--- config.mk ---
export PLATFORM = sky130hd
export DESIGN_NAME = math_divider_seq
export DESIGN_NICKNAME = d
export VERILOG_FILES = /design/src/rtl/math_divider_pkg.sv /design/src/rtl/math_divider_attempt_row.sv /design/src/rtl/math_divider_seq.sv
export SDC_FILE = /design/constraint.sdc
export NUM_CORES = 1
export LEC_CHECK = 0
export BUFFER_PORTS_ARGS = -buffer_cell sky130_fd_sc_hd__buf_4
export CORE_MARGIN = 2
export CORE_UTILIZATION = 51
export DETAILED_ROUTE_END_ITERATION = 16
export PLACE_DENSITY_LB_ADDON = 0.3
export SYNTH_ARGS = -nofsm -noshare
export SYNTH_HDL_FRONTEND = slang
export SYNTH_SLANG_ARGS = --single-unit
export TNS_END_PERCENT = 10
--- constraint.sdc ---
create_clock -name clk -period 1.7 [get_ports clk]
set_input_delay 0.34 -clock clk [delete_from_list [all_inputs] [get_ports clk]]
set_output_delay 0.34 -clock clk [all_outputs]
set_load 0.03 [all_outputs]
--- src/rtl/math_divider_pkg.sv ---
// math_divider_pkg: shared FSM encoding and step/counter sizing for the sequential divider.
package math_divider_pkg;
    typedef enum logic [1:0] {IDLE, CALC, FIX} state_e;

    function automatic int num_steps(input int xw, input int rb);
        return xw / rb;
    endfunction

    function automatic int cnt_width(input int xw, input int rb);
        return $clog2(xw / rb + 1);
    endfunction
endpackage

--- src/rtl/math_divider_attempt_row.sv ---
// math_divider_attempt_row: one shift / trial-subtract / select stage of the restoring divider.
module math_divider_attempt_row #(
    parameter int yWIDTH = 4
) (
    input  logic [yWIDTH:0]   pr_i,
    input  logic              bit_i,
    input  logic [yWIDTH-1:0] d_i,
    output logic [yWIDTH:0]   pr_o,
    output logic              q_o
);
    logic [yWIDTH+1:0] tr;
    // pr_i is always below the divisor, so its top bit is zero and the shift cannot overflow
    assign tr   = {pr_i, bit_i} - {2'b0, d_i};
    assign q_o  = ~tr[yWIDTH+1];
    assign pr_o = q_o ? tr[yWIDTH:0] : {pr_i[yWIDTH-1:0], bit_i};
endmodule

--- src/rtl/math_divider_seq.sv ---
// math_divider_seq: sequential signed/unsigned divider resolving RADIX_BITS quotient bits per cycle.
module math_divider_seq
    import math_divider_pkg::*;
#(
    parameter int xWIDTH     = 8,
    parameter int yWIDTH     = 4,
    parameter int RADIX_BITS = 1
) (
    input  logic              clk,
    input  logic              rst,
    input  logic              start,
    input  logic              sgn,
    input  logic [xWIDTH-1:0] x,
    input  logic [yWIDTH-1:0] y,
    output logic              ready,
    output logic              valid,
    output logic [xWIDTH-1:0] q,
    output logic [yWIDTH-1:0] r,
    output logic              div0,
    output logic              ovf
);
    localparam int N  = num_steps(xWIDTH, RADIX_BITS);
    localparam int CW = cnt_width(xWIDTH, RADIX_BITS);

    state_e            state_q, state_d;
    logic [CW-1:0]     cnt_q;
    logic [xWIDTH-1:0] a_q, q_q, xm, a_d, q_d;
    logic [yWIDTH:0]   pr_q;
    logic [yWIDTH-1:0] d_q, r_q, ym, r_d;
    logic              sx_q, sy_q, z_q, o_q, div0_q, ovf_q, valid_q, accept;
    logic [yWIDTH:0]   pr_c [RADIX_BITS+1];
    logic [RADIX_BITS-1:0] qb;

    assign accept = state_q == IDLE && start;
    assign xm     = (sgn && x[xWIDTH-1]) ? -x : x;
    assign ym     = (sgn && y[yWIDTH-1]) ? -y : y;
    assign pr_c[0] = pr_q;

    for (genvar i = 0; i < RADIX_BITS; i++) begin : g_row
        math_divider_attempt_row #(.yWIDTH(yWIDTH)) u_row (
            .pr_i (pr_c[i]),
            .bit_i(a_q[xWIDTH-1-i]),
            .d_i  (d_q),
            .pr_o (pr_c[i+1]),
            .q_o  (qb[RADIX_BITS-1-i])
        );
    end

    // a_q shifts dividend bits out of the top while quotient bits enter at the bottom
    assign a_d = (a_q << RADIX_BITS) | xWIDTH'(qb);
    assign q_d = z_q ? '1 : ((sx_q ^ sy_q) ? -a_q : a_q);
    assign r_d = z_q ? '0 : (sx_q ? -pr_q[yWIDTH-1:0] : pr_q[yWIDTH-1:0]);

    always_comb begin
        state_d = accept ? CALC :
                  (state_q == CALC && cnt_q == CW'(1)) ? FIX :
                  (state_q == FIX) ? IDLE : state_q;
    end

    always_ff @(posedge clk) begin
        if (rst) begin
            state_q <= IDLE;
            cnt_q   <= '0;
            a_q     <= '0;
            pr_q    <= '0;
            d_q     <= '0;
            sx_q    <= 1'b0;
            sy_q    <= 1'b0;
            z_q     <= 1'b0;
            o_q     <= 1'b0;
            q_q     <= '0;
            r_q     <= '0;
            div0_q  <= 1'b0;
            ovf_q   <= 1'b0;
            valid_q <= 1'b0;
        end else begin
            state_q <= state_d;
            valid_q <= state_q == FIX;
            if (accept) begin
                sx_q  <= sgn & x[xWIDTH-1];
                sy_q  <= sgn & y[yWIDTH-1];
                a_q   <= xm;
                d_q   <= ym;
                pr_q  <= '0;
                cnt_q <= CW'(N);
                z_q   <= y == '0;
                o_q   <= sgn && x == {1'b1, {(xWIDTH-1){1'b0}}} && y == '1;
            end
            if (state_q == CALC) begin
                a_q   <= a_d;
                pr_q  <= pr_c[RADIX_BITS];
                cnt_q <= cnt_q - CW'(1);
            end
            if (state_q == FIX) begin
                q_q    <= q_d;
                r_q    <= r_d;
                div0_q <= z_q;
                ovf_q  <= o_q;
            end
        end
    end

    assign ready = state_q == IDLE;
    assign valid = valid_q;
    assign q     = q_q;
    assign r     = r_q;
    assign div0  = div0_q;
    assign ovf   = ovf_q;
endmodule

==> metrics.log <==
[metrics] result of the run: finished, violations left
[metrics] violations in the final reports: setup timing
[metrics] cell class contributing the biggest share of worst-path delay: compound AO/OA/AOI/OAI gates
[metrics] number of distinct library cells after synthesis: 45
[metrics] Die H: 70.9 um
[metrics] fraction of registers with async set/reset: 0
[metrics] final non-filler cell total: 375
[metrics] critical path data arrival time: 1.98 ns
[metrics] vias post-DR: 2152
[metrics] number of antenna repair diodes: 0
[metrics] share of the yosys chip area belonging to registers: 0.369
[metrics] CP Cell Sequence: inv_1 -> ha_1 -> and2b_1 -> o2111a_1 -> a211oi_4 -> mux2i_1 -> a22o_1
[metrics] post-synthesis adder-cell area fraction: 0.0691
[metrics] FF/Latch Area: 842 sq um
[metrics] critical path startpoint category: flip-flop
[metrics] fraction of the core area covered by cells at the end of the flow: 0.634
[metrics] synthesized cell area: 0.00228 sq mm
[metrics] multiplexer area fraction after synthesis: 0.0225
[metrics] number of I/O pins: 32
[metrics] crit share post-route: 1.05
[metrics] largest net degree at the start of global routing: 25
[metrics] library cell used as clock root buffer: sky130_fd_sc_hd__clkbuf_8
[metrics] shortest period the worst path allows: 1.79 ns
[metrics] remaining routing DRC violations: 0
[metrics] total grt overflow: 0
[metrics] final hold vios: 0
[metrics] cell count of the worst hold path: 3
[metrics] met2 wirelength from detailed routing: 2.52 mm
[metrics] Most used DFF post-synth: sky130_fd_sc_hd__dfxtp_1
[metrics] share of the synthesized area in the top cell type: 0.369
[metrics] area enclosed by the die boundary: 0.00502 sq mm
[metrics] area fraction in compound gates after synthesis: 0.207
[metrics] R2R Path Start: d_q[1]
[metrics] starting utilization of the core area: 0.527
[metrics] Fin Clk Skew: 0.00544 ns
[metrics] layout overhead on the synthesized area: 20.1%
[metrics] cts bufs inserted: 5
[metrics] Cells after Synth: 281
[metrics] detailed-router iteration count before antenna repair: 7
[metrics] DR top layer: met4
[metrics] global router's overall resource usage: 0.219
[metrics] count of warnings emitted by yosys: 0
[metrics] area of the multi-input gates: 0.00132 sq mm
[metrics] Clk Latency, worst-skew pair: 0.30 ns
[metrics] detailed-route wire length per cell: 13.8 um
[metrics] dominant combinational cell family by area after synthesis: simple AND/OR/NAND/NOR gates
[metrics] HPWL after DPL: 3.85 mm
[metrics] met3 routed wirelength: 210 um
[metrics] Reg clk slew, reported paths: 0.08 ns
[metrics] number of enable flip-flop cells after synthesis: 0
[metrics] routed metal-1 wire length: 2.37 mm
[metrics] RSZ-0062 raised after global routing: yes
[metrics] number of buffers added to fix hold violations after cts: 0
[metrics] standard cell core area: 0.00432 sq mm
[metrics] number of clock sinks: 42
[metrics] hold path startpoint: x[7]
[metrics] number of buffer cells added on primary ports: 31
[metrics] post-synthesis cell type with the largest combined area: sky130_fd_sc_hd__dfxtp_1
[metrics] setup_tns: -0.319 ns
[metrics] Worst Setup Slack, final: -0.0861 ns
[metrics] setup repair bufs after CTS: 0
[metrics] r2r setup slk: -0.09 ns
[metrics] filler cell count: 418
[metrics] post-synthesis simple-gate area fraction: 0.221
[metrics] Detailed Route Iter0 Violations: 118
[metrics] Register-to-Register Path Depth: 7
[metrics] net count reported at finish: 350
[metrics] pins over their slew limit: 0
[metrics] final setup vio count: 5
[metrics] share of cells above drive strength 1: 0.195
[metrics] delay contributed by the slowest stage of the critical path: 0.33 ns
[metrics] slew of the pin with the lowest slew margin: 0.555 ns
[metrics] crit path kind: flip-flop to flip-flop
[metrics] Min-Delay Path Class: input pin to flip-flop
[metrics] Cells after DPL: 367
[metrics] FMAX: 560 MHz
[metrics] H-tree lvl count: 2
[metrics] Max-Slew Margin vs Limit: 0.627
[metrics] slowest CP cell: sky130_fd_sc_hd__dfxtp_2
[metrics] number of storage elements in the synthesis netlist: 42
[metrics] synthesized area divided by synthesized cell count: 8.12 sq um
[metrics] leakage power: 1.15 nW
[metrics] Crit Path Max Fanout: 4
[metrics] placement-stage worst setup slack: -0.153 ns
[metrics] Mapped Nets: 309
[metrics] via count of the first global-routing pass: 1980
[metrics] CP bufs+invs: 1
[metrics] total of max-cap violations: 0
[metrics] first-pass GRT wire length: 8.80 mm
[metrics] Max IR drop VDD: 0.000512 V
[metrics] cell types occupying the most area after synthesis: sky130_fd_sc_hd__dfxtp_1, sky130_fd_sc_hd__nor2_1, sky130_fd_sc_hd__ha_1
[metrics] final routed wirelength across all metal layers: 5.19 mm
[metrics] power per cell area: 828 mW/mm^2
[metrics] Placer Congestion: 0.803
[metrics] Worst Hold Endpoint: a_q[7]
[metrics] antenna violation net count after detailed routing: 0
[metrics] die extent in x: 70.9 um
[metrics] xor and xnor area share after synthesis: 0.0576
[metrics] buffer depth of the longest clock path: 2
[metrics] post-DR vias/cell: 5.74
[metrics] required arrival time at the worst endpoint: 1.90 ns
[metrics] initial antenna violation count: 0
[metrics] clock tree from TritonCTS: built
[metrics] Cell Rows: 24
[metrics] endpoint of the worst register-to-register path: pr_q[2]
[metrics] Setup crit end kind: flip-flop
==> power breakdown <==
group	total [mW]	switching [mW]	internal, mW	leakage, nW
Combinational	0.540	0.294	0.246	0.759
Clock	0.639	0.349	0.290	0.0452
Sequential	1.09	0.0557	1.03	0.342
==> Yosys cell counts, types with 2 or more instances <==
cell type,count
sky130_fd_sc_hd__nor2_1,46
sky130_fd_sc_hd__dfxtp_1,42
sky130_fd_sc_hd__a21oi_1,21
sky130_fd_sc_hd__nand2_1,21
sky130_fd_sc_hd__nor3_1,17
sky130_fd_sc_hd__inv_1,16
sky130_fd_sc_hd__ha_1,11
sky130_fd_sc_hd__clkbuf_1,9
sky130_fd_sc_hd__xor2_1,9
sky130_fd_sc_hd__a222oi_1,7
sky130_fd_sc_hd__o21ai_0,7
sky130_fd_sc_hd__a211oi_1,6
sky130_fd_sc_hd__a31oi_1,6
sky130_fd_sc_hd__buf_2,6
sky130_fd_sc_hd__xnor2_1,6
sky130_fd_sc_hd__nand3_1,5
sky130_fd_sc_hd__mux2i_1,4
sky130_fd_sc_hd__nor2b_1,4
sky130_fd_sc_hd__a22o_1,3
sky130_fd_sc_hd__a22oi_1,3
sky130_fd_sc_hd__nand2b_1,3
sky130_fd_sc_hd__o31ai_1,3
sky130_fd_sc_hd__a311oi_1,2
sky130_fd_sc_hd__nor4_1,2
sky130_fd_sc_hd__or3_1,2
==> sequential cells by signal, summed over array words and instances, names as in the netlist <==
signal   cells
o_q          1
ovf          1
a_q          8
cnt_q        4
d_q          4
state_q      2
sy_q         1
q            8
z_q          1
sx_q         1
div0         1
valid        1
r            4
pr_q         5
==> through the flow <==
step	hold WS (ns)	power, mW	cell area [sq um]
finish	0.314	2.27	2740
global route	0.328	2.39	2740
CTS	0.310	2.29	2740
detailed placement	0.449	1.65	2650
global placement	0.446	1.63	2650
floorplan	0.432	1.49	2280
==> tightest hold or removal path, delay by kind of cell <==
| family | cells | cell delay, ns |
|---|---|---|
| AOI/OAI and AO/OA | 1 | 0.05 |
| buffers and inverters | 1 | 0.12 |
| and+or+nand+nor | 1 | 0.06 |
==> layer usage <==
metal  vias to the layer above  track usage
met4                         0       0.0734
met2                        48        0.366
met3                        13       0.0413
li1                       1076            -
met5                         -            0
met1                      1015        0.285
==> placed cells by master (no fill, tap or decap), types with 2 or more instances in the layout <==
cell type / netlist / routed
sky130_fd_sc_hd__buf_4: 0 / 49
sky130_fd_sc_hd__nor2_1: 46 / 46
sky130_fd_sc_hd__dfxtp_1: 42 / 41
sky130_fd_sc_hd__nand2_1: 21 / 21
sky130_fd_sc_hd__a21oi_1: 21 / 21
sky130_fd_sc_hd__nor3_1: 17 / 17
sky130_fd_sc_hd__inv_1: 16 / 16
sky130_fd_sc_hd__ha_1: 11 / 11
sky130_fd_sc_hd__xor2_1: 9 / 9
sky130_fd_sc_hd__a222oi_1: 7 / 7
sky130_fd_sc_hd__xnor2_1: 6 / 6
sky130_fd_sc_hd__o21ai_0: 7 / 6
sky130_fd_sc_hd__a211oi_1: 6 / 6
sky130_fd_sc_hd__a31oi_1: 6 / 6
sky130_fd_sc_hd__nand3_1: 5 / 5
sky130_fd_sc_hd__clkbuf_8: 0 / 5
sky130_fd_sc_hd__nor2b_1: 4 / 4
sky130_fd_sc_hd__mux2i_1: 4 / 4
sky130_fd_sc_hd__nand2b_1: 3 / 3
sky130_fd_sc_hd__a22oi_1: 3 / 3
sky130_fd_sc_hd__o31ai_1: 3 / 3
sky130_fd_sc_hd__a22o_1: 3 / 3
sky130_fd_sc_hd__a311oi_1: 2 / 2
sky130_fd_sc_hd__o21ai_1: 1 / 2
sky130_fd_sc_hd__nor4_1: 2 / 2
sky130_fd_sc_hd__or3_1: 2 / 2
==> area by class of cell <==
cell class | count | area share
Timing Repair Buffer | 49 | 0.134
Sequential cell | 42 | 0.307
Tap cell | 52 | 0.0237
Multi-Input combinational cell | 208 | 0.481
Inverter | 16 | 0.0219
Clock inverter | 2 | 0.00502
Clock buffer | 6 | 0.0265
==> worst max-delay path by stage <==
| stage | from | end | slack, ns | cells past startpoint |
|---|---|---|---|---|
| final | d_q[1] | pr_q[2] | -0.09 | 7 |
| after global routing | a_q[7] | pr_q[0] | -0.19 | 7 |
| after CTS | d_q[1] | pr_q[2] | -0.09 | 7 |
| after global placement | d_q[1] | pr_q[2] | -0.12 | 7 |
| after floorplan | d_q[1] | pr_q[2] | -0.10 | 7 |
| after detailed placement | d_q[1] | pr_q[2] | -0.15 | 7 |
==> repair_timing <==
item	CTS	global route
endpoints found under the setup margin	5	5
pin swaps	2	0
resized for setup	1	1
==> kinds of logic (layout without fill, tap and decap cells) <==
group | count (synthesis) | count (layout)
and+or+nand+nor | 109 | 109
AOI/OAI and AO/OA | 67 | 67
DFF | 42 | 42
buffers and inverters | 31 | 73
xor gates and xnor gates | 15 | 15
adders and majority gates | 12 | 12
muxes | 5 | 5
No activity file was read; power rests on OpenSTA's default activity.
